--- src/rtl/noc_out_port_arb.sv ---
// noc_out_port_arb: round-robin wormhole arbiter feeding one NoC output port.
// Optional 8-bit stall watchdog is built when NOC_OUTPORT_WDOG_EN is defined.
module noc_out_port_arb #(
    parameter int NPORTS     = 5,
    parameter int DATA_WIDTH = 32,
    parameter int LEN_W      = 12
) (
    input  logic                         clk,
    input  logic                         rst,
    input  logic [NPORTS-1:0]            req,
    input  logic [NPORTS-1:0]            in_valid,
    input  logic [3*NPORTS-1:0]          flit_id_in,
    input  logic [DATA_WIDTH*NPORTS-1:0] data_in,
    input  logic                         dcts,
    output logic [NPORTS-1:0]            rd_en,
    output logic [DATA_WIDTH-1:0]        tx,
    output logic                         rts,
    output logic                         err
);
    localparam int PW = $clog2(NPORTS);
    localparam logic [2:0] HEADER = 3'b001;

    typedef enum logic {IDLE, BUSY} state_t;

    state_t                state;
    state_t                state_nx;
    logic [PW-1:0]         ptr;
    logic [PW-1:0]         ptr_nx;
    logic [PW-1:0]         owner;
    logic [PW-1:0]         owner_nx;
    logic [LEN_W-1:0]      cnt;
    logic [LEN_W-1:0]      cnt_nx;
    logic [DATA_WIDTH-1:0] tx_nx;
    logic                  rts_nx;

    logic [NPORTS-1:0]     elig;
    logic                  found;
    logic [PW-1:0]         pick;
    logic [LEN_W-1:0]      hdr_len;
    logic [DATA_WIDTH-1:0] own_data;
    logic                  xfer;

`ifdef NOC_OUTPORT_WDOG_EN
    logic [7:0]            wdog;
    logic [7:0]            wdog_nx;
    logic                  err_nx;
`endif

    always_comb begin
        for (int i = 0; i < NPORTS; i++) begin
            elig[i] = req[i] & in_valid[i]
                    & (flit_id_in[3*i +: 3] == HEADER);
        end
    end

    // Search starts just past the last completed owner, wrapping around.
    always_comb begin
        int idx;
        idx   = 0;
        found = 1'b0;
        pick  = '0;
        for (int k = 1; k <= NPORTS; k++) begin
            idx = (int'(ptr) + k) % NPORTS;
            if (!found && elig[idx]) begin
                found = 1'b1;
                pick  = PW'(idx);
            end
        end
    end

    assign hdr_len  = data_in[int'(pick)*DATA_WIDTH + DATA_WIDTH-4 -: LEN_W];
    assign own_data = data_in[int'(owner)*DATA_WIDTH +: DATA_WIDTH];
    assign xfer     = (state == BUSY) & in_valid[owner] & dcts;

    always_comb begin
        rd_en = '0;
        if (rst && xfer) begin
            rd_en[owner] = 1'b1;
        end
    end

    always_comb begin
        state_nx = state;
        ptr_nx   = ptr;
        owner_nx = owner;
        cnt_nx   = cnt;
        tx_nx    = tx;
        rts_nx   = 1'b0;
        unique case (state)
            IDLE: begin
                if (found) begin
                    owner_nx = pick;
                    cnt_nx   = (hdr_len == '0) ? LEN_W'(1) : hdr_len;
                    state_nx = BUSY;
                end
            end
            BUSY: begin
                if (xfer) begin
                    tx_nx  = own_data;
                    rts_nx = 1'b1;
                    cnt_nx = cnt - LEN_W'(1);
                    if (cnt == LEN_W'(1)) begin
                        state_nx = IDLE;
                        ptr_nx   = owner;
                    end
                end
            end
        endcase
`ifdef NOC_OUTPORT_WDOG_EN
        wdog_nx = '0;
        err_nx  = 1'b0;
        if (state == BUSY && !xfer) begin
            wdog_nx = wdog + 8'd1;
            if (wdog_nx == 8'hFF) begin
                state_nx = IDLE;
                ptr_nx   = owner;
                err_nx   = 1'b1;
                wdog_nx  = '0;
            end
        end
`endif
    end

    always_ff @(posedge clk) begin
        if (!rst) begin
            state <= IDLE;
            ptr   <= PW'(NPORTS-1);
            owner <= '0;
            cnt   <= '0;
            tx    <= '0;
            rts   <= 1'b0;
        end else begin
            state <= state_nx;
            ptr   <= ptr_nx;
            owner <= owner_nx;
            cnt   <= cnt_nx;
            tx    <= tx_nx;
            rts   <= rts_nx;
        end
    end

`ifdef NOC_OUTPORT_WDOG_EN
    always_ff @(posedge clk) begin
        if (!rst) begin
            wdog <= '0;
            err  <= 1'b0;
        end else begin
            wdog <= wdog_nx;
            err  <= err_nx;
        end
    end
`else
    assign err = 1'b0;
`endif

endmodule

--- config.mk ---
export PLATFORM = sky130hd
export DESIGN_NAME = noc_out_port_arb
export DESIGN_NICKNAME = d
export VERILOG_FILES = /design/src/rtl/noc_out_port_arb.sv
export SDC_FILE = /design/constraint.sdc
export NUM_CORES = 1
export LEC_CHECK = 0
export BUFFER_PORTS_ARGS = -buffer_cell sky130_fd_sc_hd__buf_2
export CORE_ASPECT_RATIO = 1.2
export CORE_MARGIN = 1.5
export CORE_UTILIZATION = 55
export DETAILED_ROUTE_END_ITERATION = 10
export HOLD_SLACK_MARGIN = 0.02
export PLACE_DENSITY = 0.91
export RECOVER_POWER = 100
export SLEW_MARGIN = 40
export SYNTH_ARGS = -nofsm -noshare
export SYNTH_HDL_FRONTEND = slang
export SYNTH_SLANG_ARGS = --single-unit
--- constraint.sdc ---
create_clock -name clk -period 13.26 [get_ports clk]
set_input_delay 2.652 -clock clk [delete_from_list [all_inputs] [get_ports clk]]
set_output_delay 2.652 -clock clk [all_outputs]
set_load 0.01 [all_outputs]
[Word-level counts from Yosys, hierarchy flattened]
Cells that the tools add are included.
Word-level totals
  flip-flop bits (word level): 52
  input port bits: 188
  output and inout bits: 39
  word-level logic and storage cells: 104
Operators by class
  shift operators: 2
  reduce and logical (&&, ||, !) cells: 16
  bitwise logic cells: 13
  mux-type cells: 39
  equality and inequality tests: 8
  order comparisons: 7
  add/sub/neg operators: 8
  div/mod/pow operators: 5
Operators by type and width (number)
  $shiftx 171x10->12: 1
  $lt 32x5->1 const B: 5
  $mod 32x4->32 const B: 5
  $shiftx 160x9->32: 1
  $mux 12: 3
  $pmux 12 s2: 1
  $mux 1: 21
  $bmux 1 s3: 6
  $eq 3x1->1 const B: 5
  $mux 3: 5
  $and 1x1->1: 12
  $eq 12x1->1 const B: 1
  $logic_not 12->1: 1
  $sub 12x1->12 const B: 1
  $sub 9x3->10 const B: 1
  $add 8x6->9 const B: 1
  $add 3x2->4 const B: 2
  $add 3x3->4 const B: 2
  $reduce_and 2->1: 4
  $logic_and 1x1->1: 6
  $mux 5: 1
  $add 3x1->4 const B: 1
  $logic_not 1->1: 4
  $lt 3x4->1 const B: 1
  other kinds (7): 7

[Logic depth before layout (Yosys ltp)]
Gate-level depths: netlist (run 1).
  depth in word-level cells: 25
  mapped depth: 23
  gate-level depth less buffers: 19

[Least setup slack after synthesis (run 1)]
No wires, ideal clock.
  kind: input port to output port
  from: in in_valid[3]
  to: out rd_en[4]
  data required time: 10608 ps
  cell stages on the path: 7
  path buffers: 2
  data arrival time: 3999 ps
  setup slack: 6609 ps
  cells stage by stage: mux2_2 -> a22oi_1 -> nor2_1 -> o211a_1 -> clkbuf_1 -> buf_1 -> and3_1
Between the ends
  word-level cells in the longest chain between the ends: 6
RTL lines
  start, declared: RTL line 11  | input logic [NPORTS-1:0] in_valid,
  $bmux 1 s3: RTL line 73  | assign xfer = (state == BUSY) & in_valid[owner] & dcts;
  $mux 1 (not written as such): RTL line 73
  $and 1x1->1 (2 in series): RTL line 73
  $logic_and 1x1->1: RTL line 77  | if (rst && xfer) begin
  $mux 5: RTL line 77
  end, declared: RTL line 15  | output logic [NPORTS-1:0] rd_en,
No other way between the ends. The select of a mux whose other input is x is not followed.

[Worst setup path after layout (run 1)]
  from: in in_valid[1]
  to: out rd_en[1]
The elaborated chain is that of the path after synthesis.

==> results of run 1 <==
[layout make-up]
cell class,instances,area (um^2),area share (%)
Clock buffer,8,146.4,2.033
Sequential cell,52,1044,14.49
Tap cell,129,161.4,2.242
Multi-Input combinational cell,598,4591,63.75
Antenna cell,4,10.01,0.1390
Inverter,21,78.83,1.095
Timing Repair Buffer,239,1170,16.25
[registers in the layout, indices dropped and copies added, names as in the netlist]
| register | flops |
|---|---|
| cnt | 12 |
| owner | 3 |
| ptr | 3 |
| rts | 1 |
| state | 1 |
| tx | 32 |
[logic make-up (layout without fill, tap and decap cells)]
logic type	Yosys count	in the layout	synth area share, %
DFF	52	52	17.50
AOI/OAI and AO/OA	244	244	31.17
buffers and inverters	77	268	5.343
other	1	5	0.06304
adders and majority gates	26	26	5.469
xor gates and xnor gates	8	8	1.304
and+or+nand+nor	230	230	20.36
muxes	89	89	18.78
[cell usage after synthesis, types with 14 or more instances]
master / count / share of area (%)
a21oi_1: 41 / 3.4
a221oi_1: 14 / 2.1
a22oi_1: 31 / 3.9
clkbuf_1: 38 / 2.4
dfxtp_1: 52 / 18
ha_1: 26 / 5.5
inv_1: 15 / 0.95
mux2_2: 19 / 3.6
mux2i_1: 52 / 8.8
mux4_2: 16 / 6.1
nand2_1: 61 / 3.8
nor2_1: 56 / 3.5
o211a_1: 25 / 4.2
o211ai_1: 14 / 1.8
o21ai_0: 21 / 1.8
o221ai_1: 18 / 2.7
[routing by layer]
metal  up-vias  GRT usage, %  part of all wire (%)  routed length (um)
li1       3207             -                     -                   -
met1      3249         40.81                    36                7684
met2       498         62.44                    49               10430
met3        98         5.166                   9.1                1919
met4         0         20.57                   5.3                1122
met5         -             0                     0                   0
[power groups by stage]
stage / Combinational, mW / Clock (mW) / Sequential, mW
final: 0.139 / 0.134 / 0.171
after global routing: 0.150 / 0.139 / 0.172
after CTS: 0.137 / 0.133 / 0.171
after detailed placement: 0.136 / 0 / 0.174
after global placement: 0.133 / 0 / 0.174
after floorplan: 0.0817 / 0 / 0.173
[worst min-delay path by stage]
stage | start | to
finish | tx[17] | tx[17]
global route | tx[18] | tx[18]
CTS | tx[17] | tx[17]
detailed placement | tx[18] | tx[18]
global placement | tx[26] | tx[26]
floorplan | cnt[6] | cnt[6]
[through the flow]
step	area [um^2]	setup slack [ns]
floorplan	5948	6.609
global placement	7089	6.126
detailed placement	7104	6.109
CTS	7251	6.100
global route	7201	4.266
finish	7201	4.563
[tightest hold or removal path: stages, from the launching register on]
cell and delay (ns):
dfxtp_1 0.31, nor2_1 0.09, nor3b_1 0.05
==> metrics.yaml, run 1 <==
logic_synthesis:
  ys_ff_latch: 52
  syn-cell-area_mm2: 0.005948
  synth-edff-count: 0
  synth_top_flop_cell: "dfxtp_1"
  yosysUniqueCellTypes: 92
  syn_nets: 941
  synthCells: 727
  yosysWarningCount: 0
  avgSynthCellArea_um2: 8.182
  async_flop_share_pct: 0
  yosysSeqAreaShare_pct: 17.50
sta:
  tightest_slew_ns: 2.536
  hold_viol: 0
  period_needed_ns: 8.697
  slew_headroom_pct: -69.06
  fmax_ghz: 0.1150
  rsz0062_at_grt: "no"
  drv_slew: 59
  hold_ws_ns: 0.4972
  tns_ns: 0
  finalClockSkew_ns: 0.004253
  setup_viol: 0
  final.period_utilization_pct: 65.59
layout:
  instances_no_fill: 1051
  final_common_cell: "buf_2"
  drive_above_1_share_pct: 29.63
  syn2layout_area_growth_pct: 21.06
  mostFrequentLayoutCells: "buf_2, nand2_1, nor2_1"
  fillCellCount: 847
  nNetsFinal: 1131
  fin_util_pct: 68.47
power_and_ir_drop:
  p_int_uw: 303.8
  power_switching_uw: 141.4
  switching_share_pct: 31.76
  clockPowerShare_pct: 30.2
  seqPwrFrac_pct: 38.5
  powerDensity_mw_per_mm2: 61.84
  p_comb_share_pct: 31.3
  ir_worst_vdd_v: 0.00006252
  total_power_uw: 445.3
  p_leak_nw: 3.323
worst_setup_path:
  reg2reg_depth: 20
  reg2reg_from: "ptr[0]"
  worst-setup-path-type: "in -> out"
  crit_cells: 10
  cpPeakStageDelay_ns: 1.79
  path_delay_family: "buffers and inverters"
  startpoint: "in_valid[1]"
  cp_max_fo: 58
  crit_buf_inv: 3
  crit_path_cell_trace: "buf_2 > mux2_2 > a22oi_1 > nor2_1 > o211a_2 > clkbuf_1 > nand2_1 > nor2_1 > and3_1 > clkbuf_1"
  r2r_slack_ns: 6.03
  worstSetupEndpoint: "rd_en[1]"
  crit_path_start_kind: "input port"
  required_ns: 10.61
  reg2reg_to: "cnt[0]"
  worstPathArrival_ns: 6.05
  crit_path_end_kind: "primary output"
  cp_slowest_cell: "clkbuf_1"
min_path:
  whs_path_depth: 2
  hold_path.class: "reg -> reg"
floorplan:
  dieArea_mm2: 0.01145
  fp.coreArea_mm2: 0.01052
  die_h_um: 116.9
  ioPinCount: 227
  fp.dieW_um: 97.94
  initial_core_util_pct: 56.56
  rows: 41
clock_tree:
  cts_tree: "built"
  hold_buffers: 0
  h-tree-depth: 2
  post_cts_buffers: 0
  root_buffer: "clkbuf_16"
  clockBufferDepth: 2
  clkSinkCount: 52
  clkSlewWorstSetupHoldPaths_ns: 0.07
  cts_inserted_buffers: 5
  cts_resized: 0
  clk_latency_ns: 0.29
global_route:
  antenna_found_initial: 4
  gr-usage-all-layers_pct: 35.24
  grt_pass1_wl_um: 32630
  grt_overflow: 0
  grt_pass1_vias: 6621
  grt_max_degree: 59
run:
  drv_cap: 1
outcome:
  violations: "capacitance limit, slew limit"
  status: "finished with violations"
routing:
  drt_iter0_drc: 569
  vias_per_cell: 6.710
  wl_um: 21160
  ant_nets: 0
  avgRoutedWirePerCell_um: 20.13
  drc_errors: 0
  vias: 7052
  dr.pass1.iters: 6
placed_design:
  io_buffers: 225
  gp_congestion: 0.9835
  hpwl_um: 16090
  dp.cells: 1039
(Power assumes the default switching activity.)
==> run 2: changes to the inputs <==
- CORE_UTILIZATION: 55 -> 46
- PLACE_DENSITY: 0.91 -> 0.82
- clock period: 13.26 -> 7.08 ns (I/O delays scaled with it)
==> run 2 against run 1 <==
  * Non-clock buffer count increased by 3
  * Critical path type unchanged
  * First-iteration DRC count rose by 9.1%
  * Setup slack lost 3.8 ns
  * Cell count grew 3.4%
  * Sequential share of layout area fell by 0.12 points
  * Combinational power increased by 86%
  * Design area increased by 0.82%
  * Power increased by 88%
  * Clock power increased by 92%
  * The run still ends with capacitance limit, slew limit left
  * Die area up 19%
  * Via count decreased by 2.4%
  * Largest cell class unchanged
  * Routed wire length down 1.8%
==> metrics.yaml, run 2 (synthesis results as in run 1) <==
layout:
  drive_above_1_share_pct: 30.08  # was 29.63%
  fillCellCount: 1200  # was 847
  top_register: "tx"  # unchanged
  reg_top3: "tx (32), cnt (12)"  # unchanged
  syn2layout_area_growth_pct: 22.04  # was 21.06%
  design_area_mm2: 0.007259  # was 0.007201 mm^2
  largest_register_ffs: 32  # unchanged
  final_common_cell: "buf_2"  # unchanged
  mostFrequentLayoutCells: "buf_2, nand2_1, nor2_1"  # unchanged
  multi_input_area_mm2: 0.004582  # was 0.004591 mm^2
  seqCellArea_mm2: 0.001044  # unchanged
  instances_no_fill: 1087  # was 1051
  nNetsFinal: 1134  # was 1131
global_route:
  antenna_found_initial: 2  # was 4
  gr-usage-all-layers_pct: 29.93  # was 35.24%
  grt_overflow: 0  # unchanged
  grt_pass1_wl_um: 32760  # was 32630 um
  grt_pass1_vias: 6667  # was 6621
  grt_max_degree: 59  # unchanged
floorplan:
  fp.coreArea_mm2: 0.01261  # was 0.01052 mm^2
  rows: 45  # was 41
  die_h_um: 127.6  # was 116.9 um
  dieArea_mm2: 0.01362  # was 0.01145 mm^2
  initial_core_util_pct: 47.16  # was 56.56%
  ioPinCount: 227  # unchanged
  fp.dieW_um: 106.8  # was 97.94 um
worst_setup_path:
  required_ns: 5.66  # was 10.61 ns
  r2r_slack_ns: 0.84  # was 6.03 ns
  startpoint: "in_valid[1]"  # unchanged
  cp_max_fo: 58  # unchanged
  crit_path_start_kind: "input port"  # unchanged
  reg2reg_depth: 16  # was 20
  reg2reg_to: "cnt[0]"  # unchanged
  worstPathArrival_ns: 4.87  # was 6.05 ns
  worstSetupEndpoint: "rd_en[1]"  # unchanged
  reg2reg_from: "ptr[0]"  # unchanged
  worst-setup-path-type: "in -> out"  # unchanged
  crit_path_end_kind: "primary output"  # unchanged
clock_tree:
  root_buffer: "clkbuf_16"  # unchanged
  hold_buffers: 0  # unchanged
  cts_tree: "built"  # unchanged
  h-tree-depth: 2  # unchanged
  cts_inserted_buffers: 5  # unchanged
  clkSlewWorstSetupHoldPaths_ns: 0.07  # about the same
  clockBufferDepth: 2  # unchanged
  clkSinkCount: 52  # unchanged
  post_cts_buffers: 0  # unchanged
  clk_latency_ns: 0.31  # was 0.29 ns
  cts_resized: 0  # unchanged
routing:
  wl_um: 20770  # was 21160 um
  avgRoutedWirePerCell_um: 19.11  # was 20.13 um
  drc_errors: 0  # unchanged
  dr.pass1.iters: 6  # unchanged
  drt_iter0_drc: 621  # was 569
  vias: 6882  # was 7052
  vias_per_cell: 6.331  # was 6.710
  ant_nets: 0  # unchanged
outcome:
  violations: "capacitance limit, slew limit"  # unchanged
  status: "finished with violations"  # unchanged
sta:
  drv_slew: 59  # unchanged
  period_needed_ns: 6.284
  tightest_slew_ns: 2.618  # was 2.536 ns
  tns_ns: 0  # unchanged
  rsz0062_at_grt: "no"  # unchanged
  final.period_utilization_pct: 88.75
  hold_ws_ns: 0.4980  # was 0.4972 ns
  fmax_ghz: 0.1591
  setup_viol: 0  # unchanged
  hold_viol: 0  # unchanged
  slew_headroom_pct: -74.56  # was -69.06%
  finalClockSkew_ns: 0.005881  # was 0.004253 ns
  fin_ws_ns: 0.7964  # was 4.563 ns
power_and_ir_drop:
  clockPowerShare_pct: 30.7  # was 30.2%
  powerDensity_mw_per_mm2: 115.4  # was 61.84 mW/mm^2
  p_leak_nw: 3.341  # was 3.323 nW
  ir_worst_vdd_v: 0.0001187  # was 0.00006252 V
  seqPwrFrac_pct: 38.3  # was 38.5%
  switching_share_pct: 33.23  # was 31.76%
  p_comb_share_pct: 31.0  # was 31.3%
  p_int_uw: 559.5  # was 303.8 uW
  power_switching_uw: 278.4  # was 141.4 uW
placed_design:
  hpwl_um: 16020  # was 16090 um
  placed_cell_area_mm2: 0.007168  # was 0.007104 mm^2
  gp_congestion: 0.9911  # was 0.9835
  io_buffers: 225  # unchanged
  dp.cells: 1077  # was 1039
  place_ws_ns: 1.059  # was 6.109 ns
run:
  drv_cap: 1  # unchanged
min_path:
  hold_path.class: "reg -> reg"  # unchanged
[run 2: final cells by class]
cell class,instances,area share [%]
antenna,2,0.06894
clock buffer,5,1.724
clock inverter,3,0.2930
inverter,21,1.086
multi-input combinational,598,63.12
sequential,52,14.37
tap,164,2.827
timing repair buffer,242,16.51
[run 2: layer usage]
metal	share of wire [%]	up-vias	track usage [%]
met5	0	-	0
met2	49	395	50.90
met1	37	3214	35.23
met4	4.7	0	17.33
met3	9.4	75	5.204
li1	-	3198	-
[run 2: through the flow]
stage	power (mW)	util [%]
floorplan	0.4779	-
global placement	0.5785	56.74
detailed placement	0.5828	56.84
CTS	0.8356	58.00
global route	0.8757	57.56
finish	0.8379	57.56
[run 2: worst min-delay path by stage]
stage           start  cells after the start      to  slack (ns)
3_5_place_dp   tx[21]                      1  tx[21]        0.48
3_3_place_gp   tx[20]                      1  tx[20]        0.47
2_1_floorplan  cnt[6]                      2  cnt[6]        0.46
4_1_cts        cnt[3]                      2  cnt[3]        0.50
6_report       cnt[6]                      2  cnt[6]        0.50
5_1_grt        tx[21]                      1  tx[21]        0.51
[run 2: critical path, cell delays in order]
cell      delay (ns)
buf_2           0.08
mux2_2          0.14
a22oi_1         0.08
nor2_1          0.18
o211a_2         0.19
clkbuf_1        1.84
nand2_1         0.37
nor2_1          0.21
and3_1          0.17
clkbuf_1        0.16
[run 2: power groups by stage]
stage          Combinational, mW  Sequential [mW]  Clock (mW)
5_1_grt                    0.283            0.323       0.270
3_3_place_gp               0.252            0.326           0
2_1_floorplan              0.153            0.325           0
4_1_cts                    0.258            0.320       0.258
3_5_place_dp               0.256            0.327           0
6_report                   0.259            0.321       0.257
==> run 3: changes to the inputs <==
- REMOVE_ABC_BUFFERS: unset -> 1
==> run 3 against run 2 <==
  * The flow still finishes with violations (capacitance limit, slew limit)
  * Die area unchanged
  * Critical path type is now reg -> out
  * Register-to-register slack better by 0.08 ns
  * Clock skew up 0.0040 ns
  * Critical endpoint unchanged
  * Core utilization up 0.20 points
  * Setup slack better by 0.046 ns
  * Count of clock-buffer cells in the layout unchanged
  * Critical path depth down 1
  * Non-clock buffer count down 3
  * Global-route usage down 1.5 points
  * First-iteration DRC count down 2.6%
  * Largest cell class unchanged
  * Highest routed layer unchanged
  * Design area up 0.34%
==> metrics.yaml, run 3 (synthesis results as in run 1) <==
outcome:
  status: "finished with violations"  # unchanged
  violations: "capacitance limit, slew limit"  # unchanged
power_and_ir_drop:
  switching_share_pct: 31.37  # was 33.23%
  clockPowerShare_pct: 33.7  # was 30.7%
  total_power_uw: 867.8  # was 837.9 uW
  p_leak_nw: 3.354  # was 3.341 nW
  p_int_uw: 595.6  # was 559.5 uW
  seqPwrFrac_pct: 37.0  # was 38.3%
  p_comb_share_pct: 29.4  # was 31.0%
  ir_worst_vdd_v: 0.0001078  # was 0.0001187 V
  powerDensity_mw_per_mm2: 119.1  # was 115.4 mW/mm^2
  power_switching_uw: 272.3  # was 278.4 uW
worst_setup_path:
  crit_path_start_kind: "flop"  # was input port
  required_ns: 5.66  # about the same
  cp_max_fo: 45  # was 58
  r2r_slack_ns: 0.92  # was 0.84 ns
  reg2reg_to: "cnt[10]"  # was cnt[0]
  reg2reg_from: "owner[1]"  # was ptr[0]
  worst-setup-path-type: "reg -> out"  # was in -> out
  reg2reg_depth: 10  # was 16
  worstPathArrival_ns: 4.82  # was 4.87 ns
  crit_path_end_kind: "primary output"  # unchanged
clock_tree:
  clk_latency_ns: 0.30  # was 0.31 ns
  cts_tree: "built"  # unchanged
  cts_inserted_buffers: 5  # unchanged
  clockBufferDepth: 2  # unchanged
  h-tree-depth: 2  # unchanged
  post_cts_buffers: 0  # unchanged
  clkSlewWorstSetupHoldPaths_ns: 0.07  # about the same
  cts_resized: 0  # unchanged
  root_buffer: "clkbuf_16"  # unchanged
  clkSinkCount: 52  # unchanged
  hold_buffers: 0  # unchanged
global_route:
  grt_overflow: 0  # unchanged
  grt_pass1_vias: 6403  # was 6667
  gr-usage-all-layers_pct: 28.48  # was 29.93%
  grt_pass1_wl_um: 31300  # was 32760 um
  grt_max_degree: 56  # was 59
  antenna_found_initial: 1  # was 2
layout:
  syn2layout_area_growth_pct: 22.47  # was 22.04%
  mostFrequentLayoutCells: "buf_2, nand2_1, nor2_1"  # unchanged
  fillCellCount: 1194  # was 1200
  final_common_cell: "buf_2"  # unchanged
  nNetsFinal: 1131  # was 1134
  largest_register_ffs: 32  # unchanged
  design_area_mm2: 0.007284  # was 0.007259 mm^2
  top_register: "tx"  # unchanged
  reg_top3: "tx (32), cnt (12)"  # unchanged
  seqCellArea_mm2: 0.001042  # was 0.001044 mm^2
  drive_above_1_share_pct: 29.74  # was 30.08%
  multi_input_area_mm2: 0.004612  # was 0.004582 mm^2
  instances_no_fill: 1083  # was 1087
routing:
  avgRoutedWirePerCell_um: 18.41  # was 19.11 um
  m1WireLength_um: 7985  # was 7702 um
  wl_um: 19940  # was 20770 um
  routed-wl-met2_um: 9892  # was 10130 um
  wl_met3_um: 1390  # was 1950 um
  drt_iter0_drc: 605  # was 621
  vias_per_cell: 6.237  # was 6.331
  drc_errors: 0  # unchanged
  ant_nets: 0  # unchanged
  highest_layer: "met4"  # unchanged
  dr.pass1.iters: 5  # was 6
  vias: 6755  # was 6882
floorplan:
  fp.coreArea_mm2: 0.01261  # unchanged
  ioPinCount: 227  # unchanged
  dieArea_mm2: 0.01362  # unchanged
  initial_core_util_pct: 47.16  # unchanged
  die_h_um: 127.6  # unchanged
  rows: 45  # unchanged
  fp.dieW_um: 106.8  # unchanged
sta:
  fmax_ghz: 0.1603  # was 0.1591 GHz
  rsz0062_at_grt: "no"  # unchanged
  period_needed_ns: 6.238  # was 6.284 ns
  tns_ns: 0  # unchanged
  hold_viol: 0  # unchanged
  slew_headroom_pct: -61.28  # was -74.56%
  final.period_utilization_pct: 88.11  # was 88.75%
  tightest_slew_ns: 2.419  # was 2.618 ns
  finalClockSkew_ns: 0.009889  # was 0.005881 ns
  setup_viol: 0  # unchanged
  drv_slew: 95  # was 59
  hold_ws_ns: 0.4967  # was 0.4980 ns
run:
  drv_cap: 2  # was 1
min_path:
  hold_path.class: "reg -> reg"  # unchanged
  whs_path_depth: 2  # unchanged
  hold_start: "cnt[6]"  # unchanged
  min_to: "cnt[6]"  # unchanged
placed_design:
  hpwl_um: 15250  # was 16020 um
  io_buffers: 225  # unchanged
  placed_cell_area_mm2: 0.007162  # was 0.007168 mm^2
  dp.cells: 1074  # was 1077
  gp_congestion: 0.9790  # was 0.9911
-- run 3: worst max-delay path, cell delays in order, from the launching register on --
cell,delay [ns]
dfxtp_1,0.54
clkbuf_1,1.76
nor2_1,0.72
a22oi_1,0.37
nor2_1,0.08
o211a_1,0.41
nand2_1,0.23
nor2_1,0.07
and3_1,0.20
clkbuf_1,0.12
-- run 3: power by group through the flow --
stage,sequential (mW),clock [mW],combinational [mW]
6_report,0.321,0.292,0.255
5_1_grt,0.323,0.306,0.278
4_1_cts,0.320,0.293,0.253
3_5_place_dp,0.326,0,0.251
3_3_place_gp,0.326,0,0.247
2_1_floorplan,0.334,0,0.134
-- run 3: cell type report --
| type | instances | area share, % |
|---|---|---|
| Multi-Input combinational cell | 598 | 63.31 |
| Timing Repair Buffer | 239 | 16.09 |
| Sequential cell | 52 | 14.31 |
| Tap cell | 164 | 2.817 |
| Clock buffer | 5 | 1.718 |
| Inverter | 21 | 1.082 |
| Clock inverter | 3 | 0.6355 |
| Antenna cell | 1 | 0.03435 |
-- run 3: per-stage QoR --
stage                     worst slack [ns]  utilization (%)
final                               0.8419            57.76
after global routing                0.4220            57.76
after CTS                            1.095            58.14
after detailed placement             1.135            56.79
after global placement               1.134            56.68
after floorplan                     0.4623                -
-- run 3: per-layer routing --
layer  up-vias  track usage [%]
met5         -                0
met4         0            12.47
met3        45            5.000
met2       328            48.98
met1      3196            34.66
li1       3186                -
-- run 3: worst max path at each step --
| stage | endpoint | startpoint | slack (ns) |
|---|---|---|---|
| after CTS | cnt[0] | ptr[0] | 1.09 |
| after global routing | cnt[7] | owner[1] | 0.42 |
| after floorplan | cnt[0] | ptr[0] | 0.46 |
| after global placement | cnt[0] | ptr[0] | 1.13 |
| final | rd_en[1] | owner[1] | 0.84 |
| after detailed placement | cnt[0] | ptr[2] | 1.13 |
